--- config.mk ---
export PLATFORM = sky130hd
export DESIGN_NAME = scrambler_multilane
export DESIGN_NICKNAME = d
export VERILOG_FILES = /design/src/rtl/scrambler_multilane.sv
export SDC_FILE = /design/constraint.sdc
export NUM_CORES = 1
export LEC_CHECK = 0
export ABC_AREA = 1
export CORE_MARGIN = 2
export CORE_UTILIZATION = 30
export DETAILED_ROUTE_END_ITERATION = 10
export GPL_ROUTABILITY_DRIVEN = 1
export GPL_TIMING_DRIVEN = 1
export HOLD_SLACK_MARGIN = 0.1
export PLACE_DENSITY_LB_ADDON = 0.08
export REMOVE_ABC_BUFFERS = 1
export SLEW_MARGIN = 20
export SYNTH_ARGS = -nofsm -noshare
export SYNTH_HDL_FRONTEND = slang
export SYNTH_SLANG_ARGS = --single-unit
--- constraint.sdc ---
create_clock -name clk_1G -period 7.9 [get_ports clk_1G]
set_clock_uncertainty 0.2 [all_clocks]
set_input_delay 1.185 -clock clk_1G [delete_from_list [all_inputs] [get_ports clk_1G]]
set_output_delay 1.185 -clock clk_1G [all_outputs]
set_load 0.02 [all_outputs]
--- src/rtl/scrambler_multilane.sv ---
// Multi-lane 23-bit Galois scrambler with valid/ready handshake, per-beat bypass and LFSR reseed.
// Optional build macro SCRAM_DBG_EN exposes the per-lane LFSR state on lfsr_state.
module scrambler_multilane #(
  parameter int LANES     = 4,
  parameter int DATA_W    = 8,
  parameter int LANE_BASE = 0
) (
  input  logic                    clk_1G,
  input  logic                    rst_1G,
  input  logic                    in_valid,
  output logic                    in_ready,
  input  logic [LANES*DATA_W-1:0] in_data,
  input  logic                    in_bypass,
  input  logic                    in_lfsr_rst,
  output logic                    out_valid,
  input  logic                    out_ready,
  output logic [LANES*DATA_W-1:0] out_data,
  output logic                    out_bypass
`ifdef SCRAM_DBG_EN
  ,
  output logic [LANES*23-1:0]     lfsr_state
`endif
);

  function automatic logic [22:0] seed_for(input logic [2:0] idx);
    logic [22:0] s;
    case (idx)
      3'd0:    s = 23'h1DBFBC;
      3'd1:    s = 23'h0607BB;
      3'd2:    s = 23'h1EC760;
      3'd3:    s = 23'h18C0DB;
      3'd4:    s = 23'h010F12;
      3'd5:    s = 23'h19CFC9;
      3'd6:    s = 23'h0277CE;
      default: s = 23'h1BB807;
    endcase
    return s;
  endfunction

  // One step of X^23+X^21+X^16+X^8+X^5+X^2+1 in Galois form.
  function automatic logic [22:0] lfsr_step(input logic [22:0] lr);
    return {lr[21], lr[22] ^ lr[20], lr[19:16], lr[22] ^ lr[15], lr[14:8],
            lr[22] ^ lr[7], lr[6:5], lr[22] ^ lr[4], lr[3:2], lr[22] ^ lr[1],
            lr[0], lr[22]};
  endfunction

  logic                    accept;
  logic                    pass_through;
  logic [LANES*DATA_W-1:0] scr_data;

  logic                    out_valid_q, out_valid_d;
  logic [LANES*DATA_W-1:0] out_data_q, out_data_d;
  logic                    out_bypass_q, out_bypass_d;

  assign in_ready     = !out_valid_q | out_ready;
  assign accept       = in_valid & in_ready;
  assign pass_through = in_bypass | in_lfsr_rst;

  generate
    for (genvar gi = 0; gi < LANES; gi++) begin : g_lane
      localparam logic [22:0] SEED = seed_for(3'((LANE_BASE + gi) % 8));

      logic [22:0]       lfsr_q, lfsr_d;
      logic [22:0]       lfsr_adv;
      logic [22:0]       lr;
      logic [DATA_W-1:0] ks;

      // Keystream bit k is the MSB before step k; the whole beat is unrolled.
      always_comb begin
        lr = lfsr_q;
        ks = '0;
        for (int k = 0; k < DATA_W; k++) begin
          ks[k] = lr[22];
          lr    = lfsr_step(lr);
        end
        lfsr_adv = lr;
      end

      assign scr_data[gi*DATA_W +: DATA_W] = in_data[gi*DATA_W +: DATA_W] ^ ks;

      always_comb begin
        lfsr_d = lfsr_q;
        if (accept) begin
          if (in_lfsr_rst) begin
            lfsr_d = SEED;
          end else if (!in_bypass) begin
            lfsr_d = lfsr_adv;
          end
        end
      end

      always_ff @(posedge clk_1G or posedge rst_1G) begin
        if (rst_1G) begin
          lfsr_q <= SEED;
        end else begin
          lfsr_q <= lfsr_d;
        end
      end

`ifdef SCRAM_DBG_EN
      assign lfsr_state[gi*23 +: 23] = lfsr_q;
`endif
    end
  endgenerate

  // A held beat keeps its data; valid drops only when drained with nothing new arriving.
  always_comb begin
    out_valid_d  = out_valid_q;
    out_data_d   = out_data_q;
    out_bypass_d = out_bypass_q;
    if (accept) begin
      out_valid_d  = 1'b1;
      out_data_d   = pass_through ? in_data : scr_data;
      out_bypass_d = pass_through;
    end else if (out_ready) begin
      out_valid_d = 1'b0;
    end
  end

  always_ff @(posedge clk_1G or posedge rst_1G) begin
    if (rst_1G) begin
      out_valid_q  <= 1'b0;
      out_data_q   <= '0;
      out_bypass_q <= 1'b0;
    end else begin
      out_valid_q  <= out_valid_d;
      out_data_q   <= out_data_d;
      out_bypass_q <= out_bypass_d;
    end
  end

  assign out_valid  = out_valid_q;
  assign out_data   = out_data_q;
  assign out_bypass = out_bypass_q;

endmodule
==> results.cfg <==
[critical_path]
cp-end-kind = flip-flop
critPathMaxFanout = 64
worstPathArrival_ps = 4190
worstPathRequired_ps = 8000
crit_type = in2reg
r2r_slack_ps = 4930
cp-start-kind = input pin
critical_path.cell_chain = clkdlybuf4s50_1 > nor2_4 > buf_4 > inv_2 > nor2_8 > inv_2 > a21oi_1 > a22oi_1
max_stage_delay_ps = 830
crit_slowest_cell = nor2_8
crit_top_cell = inv_2

[route]
wl_per_cell_um = 14.5
drc = 0
vias_per_cell = 4.54
via_count = 5964
drt_wl_total_mm = 19.1
postRouteAntennaNets = 0
drt_iter0_markers = 274
firstDrtPassIters = 5

[clock_network]
numCtsBuffers = 17
cts_tree = done
hold_buffers = 0
clk_latency_ps = 420
root_buffer = clkbuf_16
clk_pin_slew_ps = 50
cts_resized = 0
cts_sinks = 126
cts_max_level = 4
clockBufferDepth = 2
postCtsSetupBuffers = 0

[yosys]
syn_inst = 923
synth-warning-count = 0
yosysSeqAreaShare_pct = 44.2
ys_ff_latch = 126
synth_area_um2 = 7270
syn_area_per_cell_um2 = 7.88
ys_types = 31

[place]
io_buffers = 72
hpwl_mm = 12.0
gp_congestion = 0.752
dp_cells = 1282
post-place-ws_ps = 3350

[global_routing]
grt.total_usage_pct = 15.7
overflow = 0
grt_max_degree = 73
grt_pass1_vias = 5919
antenna_found_initial = 0
grt_pass1_wl_mm = 32.2

[die]
design.die.area_um2 = 25500
rows = 56
start_util_pct = 30.8
coreArea_um2 = 23600
die_y_um = 160
io_pins = 73
die_w_um = 160

[sta]
rsz0062_at_grt = false
slew_viol_final = 0
fmax_ghz = 0.245
fin_crit_ps = 4090
setup_viol = 0
layout_worst_path_cycle_share_pct = 51.8
fin_hold_ws_ps = 271
worstMarginPinSlew_ps = 996
hold_viol_final = 0
slew_headroom_pct = 33.5
setup_ws_ps = 3810
fin_setup_tns_ps = 0

[pwr]
power_density_nw_per_um2 = 425
swShare_pct = 43.5
p_clk_share_pct = 21.8
power.net_switching_w = 0.00163
peakVddDrop_v = 0.000144
leakage_nw = 4.07
p_int_w = 0.00211
pwr-share-comb_pct = 47.0
seq_power_share_pct = 31.2

[layout]
multi_input_area_um2 = 3420
fill_cells = 2446
drive_above_1_share_pct = 13.5
fin_util_pct = 37.3
final_common_cell = nand2_1
final_cell_mix = nand2_1 (272), nand3_1 (111), inv_1 (106)
n_antenna_cell = 0
syn2layout_area_growth_pct = 21.1
finalNetCount = 1020
final_cells = 1314
seq_area_um2 = 3210

[hold_path]
min_path_type = reg2reg

[status]
outcome = finished clean

[flow_run]
drv_cap = 0
-- flip-flops by register name (all words and copies together) (netlist names) --
register and count:
g_lane.lfsr_q 92, out_data 32, out_bypass 1, out_valid 1
-- worst paths after layout --
check / from / endpoint / depth (start not counted)
setup / recovery: in_bypass / g_lane[0].lfsr_q[13] / 8
hold / removal: g_lane[2].lfsr_q[10] / g_lane[2].lfsr_q[10] / 2
max in group asynchronous: rst_1G / g_lane[0].lfsr_q[6] / 3
hold reg to reg: g_lane[2].lfsr_q[10] / g_lane[2].lfsr_q[10] / 2
setup reg to reg: out_valid / g_lane[0].lfsr_q[13] / 6
min in group asynchronous: rst_1G / g_lane[1].lfsr_q[19] / 2
-- power by group through the flow --
stage | combinational (W) | sequential [W] | clock (W)
after floorplan | 0.00130 | 0.00117 | 0
after global placement | 0.00177 | 0.00118 | 0
after detailed placement | 0.00177 | 0.00117 | 0
after CTS | 0.00178 | 0.00117 | 0.000840
after global routing | 0.00202 | 0.00121 | 0.000867
final | 0.00176 | 0.00117 | 0.000815
-- cell families (layout without fill, tap and decap cells) --
group | after synthesis | count (layout) | synth area share, %
flops | 126 | 126 | 44.2
buf+inv | 146 | 218 | 8.78
xor+xnor | 79 | 79 | 9.52
simple gates | 459 | 459 | 28.2
compound gates | 113 | 113 | 9.36
-- metal layers --
metal  track usage, %  wire, um
met5                0         0
met4             4.13       211
met3             3.40       689
met2             25.1      8630
met1             21.6      9570
-- stage by stage --
| stage | instance area, um^2 | total power (W) |
|---|---|---|
| global placement | 8200 | 0.00295 |
| CTS | 8810 | 0.00379 |
| detailed placement | 8200 | 0.00294 |
| finish | 8810 | 0.00374 |
| global route | 8810 | 0.00409 |
| floorplan | 7050 | 0.00247 |
-- critical path: cells and delay by family --
kind | cells | cell delay (ps)
buf+inv | 4 | 1680
simple gates | 2 | 940
compound gates | 2 | 350
-- cell type report --
cell class	count	share of cell area, %
multi-input combinational	651	38.8
sequential	126	36.5
timing repair buffer	75	8.44
clock buffer	19	5.03
inverter	111	4.79
tap	319	4.53
clock inverter	13	1.89
-- synth_stat cells (all sizes together) --
cell / number / area [um^2]
nor2: 32 / 144
buf: 29 / 199
o21ai: 55 / 279
o22ai: 22 / 138
xnor2: 42 / 368
a2bb2oi: 11 / 96.3
or2: 5 / 31.3
dfstp: 48 / 1260
nand2: 304 / 1250
nand3: 118 / 626
inv: 111 / 417
o21bai: 7 / 52.6
a21oi: 13 / 76.3
dfrtp: 78 / 1950
clkbuf: 6 / 22.5
a22o: 1 / 8.76
xor2: 37 / 324
a22oi: 4 / 30.0
Note: power is estimated with default switching activity, not from simulation.
==> RTL edit 1, RTL diff (same flow settings) <==
`DATA_W`: 8 -> 10.
--- a/src/rtl/scrambler_multilane.sv
+++ b/src/rtl/scrambler_multilane.sv
@@ -3,5 +3,5 @@
 module scrambler_multilane #(
   parameter int LANES     = 4,
-  parameter int DATA_W    = 8,
+  parameter int DATA_W    = 10,
   parameter int LANE_BASE = 0
 ) (
Interface: changed (resized in_data and out_data); port bits go from 73 to 89. The function was not compared with the original's and may differ.
==> RTL edit 1 against the unedited design <==
  * Cell area up 14%
  * Largest power group unchanged
  * Critical endpoint is now g_lane[3].lfsr_q[19]
  * Routed wire length up 20%
  * Sequential cell count up 8
  * Die area up 13%
  * Synthesized cell count up 14%
  * Total power up 26%
  * Critical path type unchanged
  * Hold slack better by 0.0050 ns
  * Synthesized area up 14%
  * Combinational power up 46%
  * Clock power up 9.4%
  * Setup slack worse by 0.12 ns
  * Utilization down 0.14 points
==> RTL edit 1: results (changes against the unedited design) <==
status: "complete, no violations"
tightestPinTransition_ns: 0.991  # -0.00544 ns
synth_seq_area_share_pct: 41.3  # -2.9 points
leakage_nw: 4.58  # +13%
fin_crit_ns: 4.21  # +0.123 ns
worst-path-max-fanout: 40  # -38%
cp-endpoint: "g_lane[3].lfsr_q[19]"
ff2ff_setup_slack_ns: 4.55  # -0.38 ns
critical_path.startpoint: "out_ready"
first_pass_iters: 5  # unchanged
hold_class: "flop to flop"
grt_pass1_wl_mm: 37.7  # +17%
post_cts_buffers: 0  # unchanged
cts_buffers: 17  # unchanged
ys.flop_type: "dfrtp_1"
synth-async-reset-ratio_pct: 100  # unchanged
cts-resized-gates: 0  # unchanged
r2r_cells: 9  # +3
largest_register: "g_lane.lfsr_q"
drive_above_1_share_pct: 17.4  # +4.0 points
grt_start_max_net_pins: 80  # +9.6%
ys_top_cells_by_count: "nand2_1, nand3_1, inv_1"
largest_reg_flops: 92  # unchanged
portBuffers: 88  # +22%
ys_warn_count: 0  # unchanged
cts.htree.levels: 4  # unchanged
grt_pass1_vias: 6921  # +17%
yosys-top-cells-area: "dfrtp_1, dfstp_2, nand2_1, nand3_1, xor2_1"
n_fill_cell: 2847  # +16%
clk_pin_slew_worst_paths_ns: 0.06
hpwl_mm: 14.9  # +24%
vias_per_cell: 4.63  # +2.1%
place_ws_ns: 3.20  # -0.144 ns
nets: 1169  # +15%
rr_startpoint: "out_valid"
ir_drop_uv: 142  # -1.5%
drtIter0Drc: 363  # +32%
place.gp.congestion: 0.793  # +5.5%
synth_cell_types: 33  # +6.5%
wl_per_cell_um: 15.5  # +6.4%
clk_path_buf_depth: 2  # unchanged
antenna_found_initial: 0  # unchanged
track_usage_pct: 16.7  # +0.95 points
## RTL edit 1: cell types whose count changed after synthesis, sizes merged, moves of 4 or more
cell,change
o22ai,+6
nor2,+9
a21oi,-4
buf,-9
nand2,+43
xnor2,-5
dfrtp,+8
nand3,+25
xor2,+25
nand3b,+4
o21ai,+9
clkbuf,+13
## RTL edit 1: stage by stage
step | power (mW) | cells | instance area, sq um
after global routing | 5.14 | 1477 | 10000
after detailed placement | 3.82 | 1445 | 9400
after CTS | 4.75 | 1477 | 10000
after floorplan | 3.13 | 1011 | 8040
after global placement | 3.84 | 1445 | 9400
final | 4.70 | 1478 | 10000
## RTL edit 1: how the worst min path moves through the flow
stage                        startpoint                    to  slack (ns)  cells after the start
finish              g_lane[2].lfsr_q[5]  g_lane[2].lfsr_q[15]        0.28                      2
global route        g_lane[2].lfsr_q[5]  g_lane[2].lfsr_q[15]        0.30                      2
CTS                 g_lane[2].lfsr_q[5]  g_lane[2].lfsr_q[15]        0.28                      2
detailed placement         out_data[26]          out_data[26]        0.27                      2
global placement            out_data[3]           out_data[3]        0.27                      2
floorplan           g_lane[2].lfsr_q[5]  g_lane[2].lfsr_q[15]        0.26                      2
## RTL edit 1: per-layer routing
metal	GRT usage, %	vias to the layer above	wire length (um)
met5	0	-	0
met4	3.86	0	160
met3	3.00	13	609
met2	27.2	90	10700
met1	23.0	3237	11400
li1	-	3508	-
## RTL edit 1: cells by family (layout without fill, tap and decap cells)
group	after synthesis	count (layout)	synth area share, %
buffers and inverters	153	239	7.83
DFF	134	134	41.3
other	0	1	0
xor gates and xnor gates	99	99	10.5
and+or+nand+nor	543	543	31.7
AOI/OAI and AO/OA	121	121	8.58
## RTL edit 1: area by class of cell
| cell class | count | area share (%) |
|---|---|---|
| diodes | 1 | 0.0249 |
| clock buffers | 23 | 4.66 |
| clock inverters | 9 | 1.72 |
| inverters | 114 | 4.31 |
| multi-input cells | 763 | 41.9 |
| flip-flops and latches | 134 | 34.0 |
| well taps | 341 | 4.25 |
| repair buffers | 93 | 9.15 |
## RTL edit 1: report_power, final
part / switching (mW) / leakage [nW] / internal (mW)
registers: 0.243 / 1.60 / 0.995
clock network: 0.316 / 0.311 / 0.576
logic: 1.65 / 2.67 / 0.923
## RTL edit 1: worst max-delay path, cell delays in order
cell and delay [ns]:
clkdlybuf4s50_1 0.45, inv_1 0.03, nand2_1 0.10, nand2_2 0.07, inv_2 0.43, nand2_2 0.58, inv_2 0.81, buf_4 0.42
nand2_1 0.10, o22ai_1 0.11, inv_1 0.05
==> RTL edit 2, RTL diff (same settings) <==
Made on the original files. `out_data_q` no longer has a reset.
--- a/src/rtl/scrambler_multilane.sv
+++ b/src/rtl/scrambler_multilane.sv
@@ -121,11 +121,13 @@
     if (rst_1G) begin
       out_valid_q  <= 1'b0;
-      out_data_q   <= '0;
       out_bypass_q <= 1'b0;
     end else begin
       out_valid_q  <= out_valid_d;
-      out_data_q   <= out_data_d;
       out_bypass_q <= out_bypass_d;
     end
+  end
+
+  always_ff @(posedge clk_1G) begin
+    out_data_q <= out_data_d;
   end
 
Check against the original RTL: not equivalent (a bounded check fails within 4 cycles, from zero or initial values and one cycle with rst_1G high).
==> RTL edit 2 against the unedited design <==
  * Routed wire length fell by 11%
  * Cell area decreased by 3.2%
  * Synthesized area down 3.8%
  * Total power decreased by 6.1%
  * Setup slack lost 0.39 ns
  * Via count fell by 8.0%
  * Largest power group unchanged
  * Sequential cell count unchanged
  * Critical endpoint is now g_lane[1].lfsr_q[12]
  * Non-clock buffer count grew 1
==> RTL edit 2: results (changes against the unedited design) <==
synth_seq_area_share_pct: 48.2  # +4.0 points
fin_crit_ns: 4.48  # +0.388 ns
clk_path_buf_depth: 2  # unchanged
synthAdderAreaFrac_pct: 0  # unchanged
synth-async-reset-ratio_pct: 74.6  # -25 points
p_clk_uw: 739  # -9.3%
vias: 5487  # -8.0%
drive_above_1_share_pct: 12.0  # -1.5 points
synth-compound-area-share_pct: 7.19  # -2.2 points
p_clk_share_pct: 21.0  # -0.8 points
synth-xor-area-share_pct: 9.89  # +0.37 points
ir_drop_uv: 122  # -16%
grt_pass1_wl_mm: 28.5  # -12%
max-slew-margin-rel_pct: 37.5  # +4.0 points
p_int_mw: 2.01  # -4.8%
max_stage_delay_ns: 0.74  # -0.09 ns
leakage_nw: 3.87  # -4.9%
clk_pin_slew_worst_paths_ns: 0.06
dp_cells: 1225  # -4.4%
worst-path-max-fanout: 34  # -47%
comb_cell_power_mw: 1.62  # -8%
nets: 969  # -5.0%
synth_cell_types: 30  # -3.2%
worst_path_max_delay_cell: "nor2_4"
grt_pass1_vias: 5481  # -7.4%
post-route-drc-count: 0  # unchanged
wl_per_cell_um: 13.5  # -6.9%
n_fill_cell: 2310  # -5.6%
cts.htree.levels: 4  # unchanged
first_pass_iters: 4  # -1
track_usage_pct: 14.9  # -0.86 points
grt_start_max_net_pins: 61  # -16%
dpl_cell_area_sq_um: 7980  # -2.6%
vias_per_cell: 4.37  # -3.8%
syn_area_per_cell_sq_um: 8.10  # +2.8%
hpwl_mm: 11.0  # -8.1%
clock_insertion_delay_worst_skew_ns: 0.43
largest_register: "g_lane.lfsr_q"
diodes: 0  # unchanged
synth_edf_count: 32  # +32
ys.flop_type: "dfstp_2"
ys_top_cells_by_count: "nand2_1, inv_1, nand3_1"
place_ws_ns: 2.87  # -0.478 ns
synth_top_family_by_area: "simple AND/OR/NAND/NOR gates"
yosys-top-cells-area: "dfstp_2, dfrtp_1, nand2_1, edfxtp_1, nand3_1"
setup_viol: 0  # unchanged
status: "complete, no violations"
drtIter0Drc: 299  # +9.1%
place.gp.congestion: 0.772  # +2.7%
critical_path_arrival_ns: 4.62  # +0.43 ns
-- RTL edit 2: cell count changes after synthesis, sizes merged, moves of 2 or more --
cell,before,now
dfrtp,78,46
edfxtp,0,32
nand3,118,88
o21ai,55,30
inv,111,119
buf,29,22
xnor2,42,49
xor2,37,30
o21bai,7,2
nand2,304,307
a21oi,13,11
nor2,32,30
-- RTL edit 2: path summary, 6_finish.rpt --
| kind | depth (start not counted) | start | slack (ns) | end |
|---|---|---|---|---|
| setup reg to reg | 8 | out_valid | 4.86 | g_lane[1].lfsr_q[12] |
| hold / removal | 2 | g_lane[0].lfsr_q[5] | 0.28 | g_lane[0].lfsr_q[13] |
| min in group asynchronous | 2 | rst_1G | 0.93 | out_valid |
| setup / recovery | 9 | in_bypass | 3.42 | g_lane[1].lfsr_q[12] |
| max in group asynchronous | 3 | rst_1G | 5.41 | g_lane[2].lfsr_q[12] |
| hold reg to reg | 2 | g_lane[0].lfsr_q[5] | 0.28 | g_lane[0].lfsr_q[13] |
-- RTL edit 2: routing by layer --
metal,wire [um],track usage (%),vias to the layer above
met3,505,3.16,15
li1,-,-,2852
met1,8500,19.8,2543
met5,0,0,-
met4,229,4.63,0
met2,7780,24.1,77
-- RTL edit 2: cell type report --
class                           count  area (sq um)  area share [%]
Inverter                          119           449            5.27
Multi-Input combinational cell    591          3020            35.4
Clock inverter                      9          68.8           0.807
Tap cell                          313           392            4.59
Sequential cell                   126          3370            39.6
Timing Repair Buffer               76           751            8.80
Clock buffer                       23           478            5.61
-- RTL edit 2: critical path: cells and delay by family --
| kind | cells | cell delay (ns) |
|---|---|---|
| and+or+nand+nor | 2 | 1.43 |
| buffers and inverters | 4 | 1.61 |
| AOI/OAI and AO/OA | 3 | 0.37 |
